### src/rtl/add_pipe.sv
// -----------------------------------------------------------------------------
// add_pipe -- pipelined add/subtract unit with valid/ready handshakes.
//
// Stage 1 computes a + b or a - b and registers the result, carry-out and
// signed overflow. Stages 2..STAGES delay that result unchanged. The whole pipe
// advances together whenever the output slot is empty or being consumed.
//
// Parameters
//   DATAWIDTH  operand/result width in bits (>= 2)
//   STAGES     pipeline depth = acceptance-to-out_valid latency (1..4)
//
// Optional feature macro
//   ADD_PIPE_SAT_EN  when defined, stage 1 clamps sum to the most positive or
//                    most negative value on signed overflow. cout and ovf still
//                    describe the unclamped result. When undefined, sum wraps
//                    modulo 2^DATAWIDTH.
//
// Ports
//   Clk        in   clock, all state changes on the rising edge
//   Rst        in   synchronous active-high reset, highest priority
//   in_valid   in   upstream beat valid
//   in_ready   out  pipe can accept a beat this cycle (combinational)
//   a, b       in   operands
//   sub        in   0: a+b, 1: a-b
//   out_valid  out  result beat valid
//   out_ready  in   downstream accepts the result this cycle
//   sum        out  result
//   cout       out  carry out (for subtraction, 1 = no borrow)
//   ovf        out  two's-complement signed overflow
// -----------------------------------------------------------------------------
module add_pipe #(
  parameter int DATAWIDTH = 8,
  parameter int STAGES    = 2
) (
  input  logic                 Clk,
  input  logic                 Rst,
  input  logic                 in_valid,
  output logic                 in_ready,
  input  logic [DATAWIDTH-1:0] a,
  input  logic [DATAWIDTH-1:0] b,
  input  logic                 sub,
  output logic                 out_valid,
  input  logic                 out_ready,
  output logic [DATAWIDTH-1:0] sum,
  output logic                 cout,
  output logic                 ovf
);

  localparam int MSB = DATAWIDTH - 1;

  // Stage-1 next-state values.
  logic [DATAWIDTH-1:0] b_eff;
  logic [DATAWIDTH:0]   raw;
  logic [DATAWIDTH-1:0] sum_d;
  logic                 cout_d;
  logic                 ovf_d;

  // Pipeline registers; index 0 is stage 1, index STAGES-1 drives the outputs.
  logic                 valid_q [STAGES];
  logic [DATAWIDTH-1:0] sum_q   [STAGES];
  logic                 cout_q  [STAGES];
  logic                 ovf_q   [STAGES];

  logic adv;

  always_comb begin
    // Subtraction is a + ~b + 1, so the carry-in is simply sub.
    b_eff  = sub ? ~b : b;
    raw    = {1'b0, a} + {1'b0, b_eff} + {{DATAWIDTH{1'b0}}, sub};
    cout_d = raw[DATAWIDTH];
    ovf_d  = (a[MSB] == b_eff[MSB]) && (raw[MSB] != a[MSB]);
    // NOTE: sum_d gets its unconditional value first so the optional clamp
    // below is an override, never a path that leaves sum_d unassigned (latch).
    sum_d  = raw[MSB:0];
`ifdef ADD_PIPE_SAT_EN
    // Overflow can only happen when both operands share a sign; the sign of a
    // therefore tells which rail the true result ran past.
    if (ovf_d) begin
      sum_d = a[MSB] ? {1'b1, {(DATAWIDTH-1){1'b0}}}
                     : {1'b0, {(DATAWIDTH-1){1'b1}}};
    end
`endif
  end

  // The pipe moves only as a whole: an empty output slot or a consuming
  // downstream lets every stage shift. Bubbles travel along as invalid slots.
  assign adv      = ~valid_q[STAGES-1] | out_ready;
  assign in_ready = adv;

  always_ff @(posedge Clk) begin
    if (Rst) begin
      // NOTE: the data registers are cleared too, not just the valid bits,
      // because the outputs must read zero straight out of reset.
      for (int i = 0; i < STAGES; i++) begin
        valid_q[i] <= 1'b0;
        sum_q[i]   <= '0;
        cout_q[i]  <= 1'b0;
        ovf_q[i]   <= 1'b0;
      end
    end else if (adv) begin
      // NOTE: non-blocking assignments make every stage read its neighbour's
      // old value, which is what turns this loop into a shift register.
      valid_q[0] <= in_valid;
      sum_q[0]   <= sum_d;
      cout_q[0]  <= cout_d;
      ovf_q[0]   <= ovf_d;
      for (int i = 1; i < STAGES; i++) begin
        valid_q[i] <= valid_q[i-1];
        sum_q[i]   <= sum_q[i-1];
        cout_q[i]  <= cout_q[i-1];
        ovf_q[i]   <= ovf_q[i-1];
      end
    end
  end

  assign out_valid = valid_q[STAGES-1];
  assign sum       = sum_q[STAGES-1];
  assign cout      = cout_q[STAGES-1];
  assign ovf       = ovf_q[STAGES-1];

endmodule

### config.mk
export PLATFORM = sky130hd
export DESIGN_NAME = add_pipe
export DESIGN_NICKNAME = d
export VERILOG_FILES = /design/src/rtl/add_pipe.sv
export SDC_FILE = /design/constraint.sdc
export NUM_CORES = 1
export LEC_CHECK = 0
export ABC_AREA = 1
export CORE_UTILIZATION = 43
export CTS_CLUSTER_SIZE = 16
export DETAILED_ROUTE_END_ITERATION = 10
export PLACE_DENSITY = 0.71
export SYNTH_ARGS = -nofsm -noshare
export SYNTH_HDL_FRONTEND = slang
export SYNTH_SLANG_ARGS = --single-unit
### constraint.sdc
create_clock -name Clk -period 2.5 [get_ports Clk]
set_input_delay 0.5 -clock Clk [delete_from_list [all_inputs] [get_ports Clk]]
set_output_delay 0.5 -clock Clk [all_outputs]
set_load 0.02 [all_outputs]
==> run_results.csv, run 1 <==
group,metric,value,unit
sta,min_period_over_period,0.887,
power_and_ir_drop,p_per_area,518,nW/um^2
logic_synthesis,ys_seq_elements,22,
power_and_ir_drop,ir_worst_vdd,0.170,mV
sta,period_needed,2.22,ns
finish,nFillCells,292,
sta,worst_slew_pin_slew,0.330,ns
hold_path,hp-class,"reg -> reg",
worst_setup_path,r2r_end,"sum_q[0][2]",
sta,setup_viol,0,
sta,rsz0062_at_grt,"no",
logic_synthesis,syn_nets,175,
worst_setup_path,crit_path_end,"in_ready",
clock_network,cts_tree,"built",
sta,max_freq,451,MHz
global_routing,grt_pass1_wl,3.35,mm
logic_synthesis,synthArstFlopShare,0,
logic_synthesis,synth-seq-area-share,0.476,
power_and_ir_drop,p_leak,0.000814,uW
drt,vias,944,
finish,drive_gt1_frac,0.140,
worst_setup_path,r2r-start,"valid_q[0][1]",
sta,finClkSkew,0.00559,ns
logic_synthesis,ys_top_cells_by_area,"edfxtp_1 (48%), ha_1 (6.3%), inv_1 (6.0%)",
worst_setup_path,timing.critical_path.from,"out_ready",
status,outcome,"finished clean",
clock_network,clk_path_buf_depth,2,
worst_setup_path,worstSetupPathDepth,4,
sta,report.final.hold_viol_count,0,
worst_setup_path,crit_path_max_fanout,2,
global_routing,grt_pass1_vias,867,
finish,fin_area,1760,sq um
drt,via_per_inst,4.25,
clock_network,path_clk_slew,0.10,ns
worst_setup_path,path_class,"in -> out",
finish,antenna_cells,0,
clock_network,htreeDepth,1,
place,dpl_cell_area,1730,sq um
logic_synthesis,ys_types,26,
finish,multi_input_area,546,sq um
clock_network,cts_resized,0,
worst_setup_path,cpMostUsedCell,"clkdlybuf4s50_1",
sta,max_slew_margin,0.779,
finish,seqCellArea,661,sq um
logic_synthesis,netlist_area,1390,sq um
sta,slew_violations,0,
worst_setup_path,crit_arrival,1.72,ns
clock_network,cts_made_buffers,3,
floorplan,dieArea,3460,sq um
floorplan,fp.dieW,58.8,um
clock_network,post_cts_buffers,0,
drt,drc,0,
logic_synthesis,syn_avg_cell_area,9.50,sq um
place,io_buffers,32,
worst_setup_path,ff2ff_setup_slack,1.17,ns
worst_setup_path,cp_cell_sequence,"clkdlybuf4s50_1 > inv_2 > nand2_1 > clkdlybuf4s50_1",
worst_setup_path,worst_setup_path_start_kind,"input pin",
worst_setup_path,reg2reg_depth,5,
finish,area_growth,26.7,%
flow_run,drv_cap,0,
logic_synthesis,ys_warn_count,0,
logic_synthesis,netlist.area_leader.share,0.476,
sta,setup_tns,0,ns
logic_synthesis,synth_area_leader_cell,"edfxtp_1",
drt,drtIter0Drc,11,
floorplan,start_util,0.455,
floorplan,io_pins,33,
clock_network,clock_latency,0.29,ns
finish,nNetsFinal,208,
global_routing,grt_max_degree,23,
clock_network,hold_buffers,0,
logic_synthesis,synth_edf_count,22,
place,dp_hpwl,1.55,mm
worst_setup_path,cp_slowest_stage_delay,0.62,ns
place,gp_congestion,0.790,
drt,drt-total-wl,1.93,mm
drt,dr.pass1.iters,4,
floorplan,fp-row-count,20,
drt,ant_nets,0,
floorplan,core_area,3050,sq um
worst_setup_path,crit_slowest_cell,"clkdlybuf4s50_1",
logic_synthesis,synth_common_cells,"edfxtp_1 (22), inv_1 (22), nor2_1 (21)",
clock_network,cts.sinks,22,
worst_setup_path,critPathCaptureType,"primary output",
clock_network,cts_root_buffer,"clkbuf_4",
global_routing,grtUsageTotal,0.128,
floorplan,dieHeight,58.8,um
worst_setup_path,path_delay_family,"buffers and inverters",
drt,wire_per_inst,8.69,um
global_routing,antenna_found_initial,0,
worst_setup_path,worstPathRequired,2.00,ns
logic_synthesis,yosys_most_used_dff,"edfxtp_1",
global_routing,grt_remaining_overflow,0,
logic_synthesis,synth_cells,146,
worst_setup_path,critPathBufInv,3,
==> per-layer routing <==
layer	wire length [um]	track usage	up-vias
met4	10	0.0612	0
met3	130	0.0154	2
li1	-	-	526
met5	0	0	-
met2	980	0.244	32
met1	808	0.138	384
==> metrics by stage <==
stage | setup WS, ns | hold slack, ns | cells | util | power, uW
2_1_floorplan | 0.600 | 0.519 | 146 | - | 685
3_3_place_gp | 0.0598 | 0.528 | 218 | 0.567 | 763
3_5_place_dp | 0.0536 | 0.530 | 218 | 0.567 | 771
4_1_cts | 0.273 | 0.557 | 222 | 0.576 | 923
5_1_grt | 0.226 | 0.577 | 222 | 0.576 | 983
6_report | 0.283 | 0.552 | 222 | 0.576 | 911
==> how the worst min path moves through the flow <==
stage	from	endpoint	slack, ns	cells past startpoint
final	sum_q[0][5]	sum_q[0][13]	0.55	2
after floorplan	cout_q[0][0]	cout_q[0][1]	0.52	2
after global routing	sum_q[0][5]	sum_q[0][13]	0.58	2
after CTS	sum_q[0][2]	sum_q[0][10]	0.56	2
after global placement	sum_q[0][2]	sum_q[0][10]	0.53	2
after detailed placement	sum_q[0][5]	sum_q[0][13]	0.53	2
==> state kept, by name, indices dropped and copies added (netlist names) <==
signal,count
cout_q,2
ovf_q,2
valid_q,2
sum_q,16
==> power breakdown <==
group	switching, uW	internal [uW]
Combinational	157	136
Clock	92.4	58.0
Sequential	10.6	457
Total	260	651
==> final cells by class <==
cell class	instances	area share
Multi-Input combinational cell	86	0.310
Tap cell	44	0.0313
Inverter	28	0.0598
Timing Repair Buffer	38	0.208
Clock inverter	1	0.00214
Sequential cell	22	0.376
Clock buffer	3	0.0128
==> kinds of logic (layout without fill, tap and decap cells) <==
logic type | after synthesis | in the layout | share of synthesized area
flops | 22 | 22 | 0.476
fa+ha+maj | 8 | 8 | 0.0775
xor+xnor | 7 | 7 | 0.0442
buf+inv | 38 | 70 | 0.131
simple gates | 52 | 52 | 0.197
compound gates | 19 | 19 | 0.0748
==> cell usage in the layout (no fill, tap or decap), types with 2 or more instances in the layout <==
| cell type | instances |
|---|---|
| a21oi_1 | 13 |
| buf_4 | 6 |
| clkbuf_4 | 3 |
| clkdlybuf4s50_1 | 32 |
| clkinv_1 | 2 |
| edfxtp_1 | 22 |
| ha_1 | 7 |
| inv_1 | 22 |
| inv_2 | 5 |
| nand2_1 | 12 |
| nand2_2 | 3 |
| nand2_4 | 5 |
| nand3_1 | 7 |
| nor2_1 | 21 |
| o21ai_1 | 2 |
| xor2_1 | 6 |
==> worst register-to-register path: stages, from the launching register on <==
cell	delay [ns]
edfxtp_1	0.43
nand2_1	0.13
nand2_2	0.21
inv_2	0.17
o21ai_0	0.10
a21oi_1	0.14
Power figures use the tool's default switching activity.
==> run 2, diff against run 1 <==
- CTS_CLUSTER_DIAMETER: not set -> 60
==> results of run 2 <==
The final DEF is identical to that of run 1; final timing and power are the same.
==> run 3, diff against run 2 <==
- SETUP_SLACK_MARGIN: not set -> 0.15
==> results of run 3 <==
The final DEF is identical to that of run 1; final timing and power are the same.
